<file path="src/rtl/hp_au_pkg.sv">
// -----------------------------------------------------------------------------
// hp_au_pkg
// Shared definitions for the arithmetic unit and its issue/retire stage:
//   - AU op-code encodings (3-bit field, all eight codes used)
//   - default operand/result width
//   - encoding of the single-entry result slot state machine
// -----------------------------------------------------------------------------
package hp_au_pkg;

    // AU operation codes
    localparam logic [2:0] OP_ADD = 3'b000;
    localparam logic [2:0] OP_SUB = 3'b001;
    localparam logic [2:0] OP_BCD = 3'b010;
    localparam logic [2:0] OP_CLA = 3'b011;
    localparam logic [2:0] OP_AND = 3'b100;
    localparam logic [2:0] OP_OR  = 3'b101;
    localparam logic [2:0] OP_XOR = 3'b110;
    localparam logic [2:0] OP_SHF = 3'b111;

    // Default operand/result width shared with the AU
    localparam int HP_AU_WIDTH = 4;

    // Result slot state encoding
    localparam logic [0:0] SLOT_EMPTY = 1'b0;
    localparam logic [0:0] SLOT_FULL  = 1'b1;

endpackage

</file>
<file path="src/rtl/hp_au_cmd_fifo.sv">
// -----------------------------------------------------------------------------
// hp_au_cmd_fifo
// Parameterised synchronous command FIFO with a combinational head read.
// Pointers carry one extra wrap bit (modulo 2*DEPTH) so full and empty can be
// told apart without a separate counter.
//
// Ports:
//   clk, rst         clock, asynchronous active-high reset
//   flush            synchronous clear of both pointers (wins over push/pop)
//   push, push_data  write request; ignored while full
//   pop              read request; ignored while empty
//   head_data        oldest entry, forced to zero while empty
//   full, empty      occupancy flags
//   level            number of stored entries (0..DEPTH)
// Storage is not reset; only the pointers are.
// -----------------------------------------------------------------------------
module hp_au_cmd_fifo #(
    parameter int DATA_W = 11,
    parameter int DEPTH  = 4
) (
    input  logic                     clk,
    input  logic                     rst,
    input  logic                     flush,
    input  logic                     push,
    input  logic [DATA_W-1:0]        push_data,
    input  logic                     pop,
    output logic [DATA_W-1:0]        head_data,
    output logic                     full,
    output logic                     empty,
    output logic [$clog2(DEPTH):0]   level
);

    localparam int AW = $clog2(DEPTH);

    logic [AW:0]       wr_ptr_r;
    logic [AW:0]       rd_ptr_r;
    logic [DATA_W-1:0] mem_r [DEPTH];
    logic              do_push_s;
    logic              do_pop_s;

    // Same slot index but different lap means the writer is a full lap ahead
    assign full      = (wr_ptr_r[AW] != rd_ptr_r[AW]) &&
                       (wr_ptr_r[AW-1:0] == rd_ptr_r[AW-1:0]);
    assign empty     = (wr_ptr_r == rd_ptr_r);
    assign do_push_s = push && !full;
    assign do_pop_s  = pop && !empty;
    assign level     = wr_ptr_r - rd_ptr_r;

    // Pointer update; flush overrides any push or pop in the same cycle
    always_ff @(posedge clk or posedge rst) begin
        if (rst) begin
            wr_ptr_r <= {(AW+1){1'b0}};
            rd_ptr_r <= {(AW+1){1'b0}};
        end else if (flush) begin
            wr_ptr_r <= {(AW+1){1'b0}};
            rd_ptr_r <= {(AW+1){1'b0}};
        end else begin
            if (do_push_s) begin
                wr_ptr_r <= wr_ptr_r + {{AW{1'b0}}, 1'b1};
            end
            if (do_pop_s) begin
                rd_ptr_r <= rd_ptr_r + {{AW{1'b0}}, 1'b1};
            end
        end
    end

    // Entry storage write (no reset on the data array)
    always_ff @(posedge clk) begin
        if (do_push_s && !flush) begin
            mem_r[wr_ptr_r[AW-1:0]] <= push_data;
        end
    end

    // Head read, zeroed when empty so downstream sees a defined value
    always_comb begin
        head_data = {DATA_W{1'b0}};
        if (!empty) begin
            head_data = mem_r[rd_ptr_r[AW-1:0]];
        end else begin
            head_data = {DATA_W{1'b0}};
        end
    end

endmodule

</file>
<file path="src/rtl/hp_au_issue.sv">
// -----------------------------------------------------------------------------
// hp_au_issue
// Issue/retire stage around the combinational arithmetic unit. Commands are
// accepted on a valid/ready handshake into hp_au_cmd_fifo; the FIFO head is
// driven to the AU and the AU result is captured into a single registered
// output slot with valid/ready back-pressure. One op per cycle sustained.
//
// Ports:
//   clk, rst                 clock, asynchronous active-high reset
//   flush                    synchronous clear of FIFO, slot and tag counter
//   in_valid/in_ready        command handshake (in_ready = !full)
//   in_a, in_b, in_sel       command operands and op code
//   au_a, au_b, au_sel       FIFO head to the AU (zero when empty)
//   au_result                combinational AU result
//   out_valid/out_ready      result handshake
//   out_result, out_sel      registered result and its op code
//   level                    FIFO occupancy
//   out_tag                  sequence tag of the result (HP_AU_ISSUE_TAG_EN only)
//
// Build option: define HP_AU_ISSUE_TAG_EN to carry a 4-bit push-order tag
// through the FIFO and expose it on out_tag.
// -----------------------------------------------------------------------------
module hp_au_issue
    import hp_au_pkg::*;
#(
    parameter int WIDTH = HP_AU_WIDTH,
    parameter int DEPTH = 4
) (
    input  logic                   clk,
    input  logic                   rst,
    input  logic                   flush,
    input  logic                   in_valid,
    output logic                   in_ready,
    input  logic [WIDTH-1:0]       in_a,
    input  logic [WIDTH-1:0]       in_b,
    input  logic [2:0]             in_sel,
    output logic [WIDTH-1:0]       au_a,
    output logic [WIDTH-1:0]       au_b,
    output logic [2:0]             au_sel,
    input  logic [WIDTH-1:0]       au_result,
    output logic                   out_valid,
    input  logic                   out_ready,
    output logic [WIDTH-1:0]       out_result,
    output logic [2:0]             out_sel,
    output logic [$clog2(DEPTH):0] level
`ifdef HP_AU_ISSUE_TAG_EN
    ,
    output logic [3:0]             out_tag
`endif
);

`ifdef HP_AU_ISSUE_TAG_EN
    localparam int ENT_W = 4 + 3 + 2 * WIDTH;
`else
    localparam int ENT_W = 3 + 2 * WIDTH;
`endif

    logic             full_s;
    logic             empty_s;
    logic             push_s;
    logic             issue_s;
    logic [ENT_W-1:0] push_data_s;
    logic [ENT_W-1:0] head_data_s;
    logic [0:0]       slot_state_r;
    logic [0:0]       slot_state_nxt_s;
    logic [WIDTH-1:0] result_r;
    logic [2:0]       sel_r;

    assign in_ready = !full_s;
    assign push_s   = in_valid && !full_s;
    // Issue whenever the slot is free or being drained this cycle
    assign issue_s  = !empty_s && (!out_valid || out_ready);

    hp_au_cmd_fifo #(
        .DATA_W (ENT_W),
        .DEPTH  (DEPTH)
    ) u_cmd_fifo (
        .clk       (clk),
        .rst       (rst),
        .flush     (flush),
        .push      (push_s),
        .push_data (push_data_s),
        .pop       (issue_s),
        .head_data (head_data_s),
        .full      (full_s),
        .empty     (empty_s),
        .level     (level)
    );

    // FIFO entry layout: {[tag,] sel, a, b}
    assign au_b   = head_data_s[WIDTH-1:0];
    assign au_a   = head_data_s[2*WIDTH-1:WIDTH];
    assign au_sel = head_data_s[2*WIDTH+2:2*WIDTH];

`ifdef HP_AU_ISSUE_TAG_EN
    logic [3:0] tag_cnt_r;
    logic [3:0] tag_r;

    assign push_data_s = {tag_cnt_r, in_sel, in_a, in_b};
    assign out_tag     = tag_r;

    // Sequence tag counter, advanced per accepted command, wraps naturally
    always_ff @(posedge clk or posedge rst) begin
        if (rst) begin
            tag_cnt_r <= 4'd0;
        end else if (flush) begin
            tag_cnt_r <= 4'd0;
        end else if (push_s) begin
            tag_cnt_r <= tag_cnt_r + 4'd1;
        end else begin
            tag_cnt_r <= tag_cnt_r;
        end
    end

    // Slot copy of the issued command's tag
    always_ff @(posedge clk or posedge rst) begin
        if (rst) begin
            tag_r <= 4'd0;
        end else if (flush) begin
            tag_r <= 4'd0;
        end else if (issue_s) begin
            tag_r <= head_data_s[2*WIDTH+6:2*WIDTH+3];
        end else begin
            tag_r <= tag_r;
        end
    end
`else
    assign push_data_s = {in_sel, in_a, in_b};
`endif

    assign out_valid  = (slot_state_r == SLOT_FULL);
    assign out_result = result_r;
    assign out_sel    = sel_r;

    // Slot next-state: stays full across issue-with-drain and stalls
    always_comb begin
        slot_state_nxt_s = slot_state_r;
        case (slot_state_r)
            SLOT_EMPTY: begin
                if (issue_s) begin
                    slot_state_nxt_s = SLOT_FULL;
                end else begin
                    slot_state_nxt_s = SLOT_EMPTY;
                end
            end
            SLOT_FULL: begin
                if (issue_s) begin
                    slot_state_nxt_s = SLOT_FULL;
                end else if (out_ready) begin
                    slot_state_nxt_s = SLOT_EMPTY;
                end else begin
                    slot_state_nxt_s = SLOT_FULL;
                end
            end
            default: begin
                slot_state_nxt_s = SLOT_EMPTY;
            end
        endcase
    end

    // Slot state and payload; payload only changes on issue so stalls hold it
    always_ff @(posedge clk or posedge rst) begin
        if (rst) begin
            slot_state_r <= SLOT_EMPTY;
            result_r     <= {WIDTH{1'b0}};
            sel_r        <= 3'b000;
        end else if (flush) begin
            slot_state_r <= SLOT_EMPTY;
            result_r     <= {WIDTH{1'b0}};
            sel_r        <= 3'b000;
        end else begin
            slot_state_r <= slot_state_nxt_s;
            if (issue_s) begin
                result_r <= au_result;
                sel_r    <= au_sel;
            end else begin
                result_r <= result_r;
                sel_r    <= sel_r;
            end
        end
    end

endmodule

</file>
<file path="config.mk">
export PLATFORM = sky130hd
export DESIGN_NAME = hp_au_issue
export DESIGN_NICKNAME = d
export VERILOG_FILES = /design/src/rtl/hp_au_pkg.sv /design/src/rtl/hp_au_cmd_fifo.sv /design/src/rtl/hp_au_issue.sv
export SDC_FILE = /design/constraint.sdc
export NUM_CORES = 1
export LEC_CHECK = 0
export CAP_MARGIN = 40
export CORE_UTILIZATION = 30
export CTS_CLUSTER_DIAMETER = 60
export DETAILED_ROUTE_END_ITERATION = 8
export GPL_ROUTABILITY_DRIVEN = 0
export SETUP_SLACK_MARGIN = 0.02
export SYNTH_ARGS = -nofsm -noshare
export SYNTH_HDL_FRONTEND = slang
export SYNTH_HIERARCHICAL = 1
export SYNTH_SLANG_ARGS = --single-unit
</file>
<file path="constraint.sdc">
create_clock -name clk -period 3.8 [get_ports clk]
set_clock_uncertainty 0.05 [all_clocks]
set_input_delay 0.76 -clock clk [delete_from_list [all_inputs] [get_ports clk]]
set_output_delay 0.76 -clock clk [all_outputs]
set_load 0.1 [all_outputs]
</file>
==> results_dict.tcl <==
set metrics [dict create \
    register_area_mm2 0.00167 \
    dieArea_mm2 0.00927 \
    hold-path-cell-count 2 \
    critPathKind "register to output pin" \
    maxCapViolations 0 \
    rows 34 \
    hold_path_class "register to register" \
    setup_tns_ns 0 \
    finalWorstSetupSlack_ns 0.788 \
    crit_top_cell "inv_1" \
    status "completed" \
    r2r.worst_path.cells 8 \
    drt_first_pass_iters 4 \
    holdCritStartpoint "out_result[0]" \
    setup_viol 0 \
    core_region_area_mm2 0.00868 \
    syn_area_mm2 0.00267 \
    ys_seq_area_share_pct 62.7 \
    yosysWarnings 6 \
    placed_area_mm2 0.00335 \
    cp-start-kind "register" \
    cts_buffer_depth 2 \
    synthesis.nets 201 \
    die_w_um 96.3 \
    holdPathEnd "out_result[0]" \
    slew-limit-headroom_pct 59.9 \
    cp_slowest_stage_delay_ns 0.41 \
    cts_made_buffers 9 \
    grt_pass1_vias 1554 \
    yosys.cell_types.count 36 \
    initial_core_util_pct 30.7 \
    nNetsFinal 257 \
    ant_nets 0 \
    cts.clk_slew.worst_paths_ns 0.06 \
    fillers 817 \
    overflow 0 \
    cpMaxStageDelayCell "dfrtp_1" \
    clk_root_buffer_cell "clkbuf_8" \
    critPathLaunch "u_cmd_fifo/wr_ptr_r[0]" \
    finalHoldViolCount 0 \
    clkLatencyLatePin_ns 0.32 \
    design_area_mm2 0.00355 \
    synthCells 173 \
    area_growth_pct 33.3 \
    htree_levels 3 \
    rsz0062_at_grt "no" \
    multi_input_area_um2 907 \
    critPathTopFamily "simple AND/OR/NAND/NOR gates" \
    drc 0 \
    drive_above_1_share_pct 24.9 \
    drt_iter0_drc 75 \
    dp_hpwl_um 3430 \
    layout_common_cells "edfxtp_1 (44), clkdlybuf4s50_1 (27), nand2b_1 (14), dfrtp_1 (14), nor2b_1 (13)" \
    postCtsHoldBufs 0 \
    synth-seq-cells 58 \
    reg2reg_to "u_cmd_fifo/mem_r[3][1]" \
    antenna_found_initial 0 \
    avgSynthCellArea_um2 15.4 \
    fmax_mhz 332 \
    crit_fanout 9 \
    cts.sinks 58 \
    postCtsSetupRepairBufs 0 \
    drv_slew 0 \
    final_common_cell "edfxtp_1" \
    finalCritPeriodShare_pct 79.3 \
    path_buf_inv 4 \
    reg2reg_from "u_cmd_fifo/wr_ptr_r[0]" \
    tightest_slew_ns 0.602 \
    grt_pass1_wl_um 8070 \
    drt-vias-per-instance 4.67 \
    pin_count 43 \
    crit_arrival_ns 2.20 \
    wl_per_cell_um 14.9 \
    dr_total_vias 1594 \
    worst_setup_path_end_kind "output pin" \
    cp_cell_sequence "inv_1 -> ha_1 -> nand2_1 -> or2_2 -> inv_1 -> inv_1 -> buf_4" \
    diodes 0 \
    crit_required_ns 2.99 \
    preCtsSetupSlack_ns 0.850 \
    postCtsResizedCells 0 \
    port_buffers 42 \
    grt_usage_pct 12.1 \
    grt_max_degree 31 \
    hold_ws_ns 0.489 \
    die_y_um 96.3 \
    wl_um 5090 \
    r2r_setup_slack_ns 0.81 \
    min_period_ns 3.01 \
    cts_tree "built" \
]
[final cells by class]
type	instances	share of cell area [%]
Sequential cell	58	47.0
Multi-Input combinational cell	98	25.5
Timing Repair Buffer	53	16.9
Tap cell	108	3.80
Clock buffer	9	3.48
Clock inverter	6	2.32
Inverter	9	0.950
[flip-flops by register name (all words and copies together) (netlist names)]
| name | flops |
|---|---|
| out_sel | 3 |
| out_result | 4 |
| u_cmd_fifo/rd_ptr_r | 3 |
| u_cmd_fifo/mem_r | 44 |
| out_valid | 1 |
| u_cmd_fifo/wr_ptr_r | 3 |
[cell families after synthesis]
family / synth area share, %
simple gates: 14.5
fa+ha+maj: 4.03
flops: 62.7
xor+xnor: 0.938
compound gates: 2.20
mux: 12.3
buf+inv: 3.33
[metrics by stage]
stage | cells | utilization (%)
2_1_floorplan | 173 | -
4_1_cts | 341 | 41.0
6_report | 341 | 41.0
5_1_grt | 341 | 41.0
3_5_place_dp | 326 | 38.6
3_3_place_gp | 318 | 37.2
[layer usage]
layer,vias to the layer above,GRT usage (%),wire (um)
met2,35,18.7,2450
met3,7,3.87,187
met1,794,15.7,2370
met5,-,0,0
li1,758,-,-
met4,0,4.78,78
[worst max path at each step]
stage          slack [ns]  cells past startpoint                endpoint
2_1_floorplan        0.22                      6               au_sel[1]
3_3_place_gp         0.96                      8  u_cmd_fifo/mem_r[1][3]
3_5_place_dp         0.85                      8  u_cmd_fifo/mem_r[3][3]
4_1_cts              0.80                      7                in_ready
5_1_grt              0.57                      8  u_cmd_fifo/mem_r[3][1]
6_report             0.79                      7                in_ready
[Yosys cell counts]
master | instances | area, um^2
o211ai_1 | 1 | 7.51
or2_2 | 1 | 6.26
nand4b_1 | 2 | 17.5
nor3_1 | 1 | 5.00
xnor2_2 | 1 | 16.3
nor2_1 | 2 | 7.51
xnor2_1 | 1 | 8.76
or4_1 | 2 | 15.0
or3_1 | 1 | 6.26
nand2b_4 | 1 | 13.8
nand2_1 | 4 | 15.0
clkbuf_1 | 3 | 11.3
and2b_1 | 1 | 7.51
mux4_2 | 11 | 248
nor2b_1 | 13 | 81.3
nand3b_1 | 2 | 15.0
and3_2 | 1 | 7.51
o311ai_0 | 1 | 8.76
nand2b_1 | 14 | 87.6
nand4_1 | 1 | 6.26
buf_6 | 3 | 33.8
nor2b_4 | 1 | 13.8
a31oi_1 | 6 | 37.5
dfrtp_1 | 14 | 350
or3b_2 | 1 | 8.76
a21oi_1 | 1 | 5.00
mux2i_1 | 7 | 70.1
nor3b_1 | 3 | 22.5
inv_1 | 9 | 33.8
and3_1 | 4 | 25.0
ha_1 | 7 | 87.6
fa_1 | 1 | 20.0
nand3_1 | 5 | 25.0
mux2_2 | 1 | 11.3
buf_2 | 2 | 10.0
edfxtp_1 | 44 | 1320
[worst reg2reg max path, cell delays in order, from the launching register on]
cell and delay (ns):
dfrtp_1 0.41, inv_1 0.11, ha_1 0.39, nand2_1 0.27
or2_2 0.21, inv_1 0.06, nor2b_1 0.31, and2b_1 0.25
and3_1 0.57
Power is left out: the tool's default activity adds up to more than one toggle a clock period on the data nets, which glitch-free logic cannot reach.
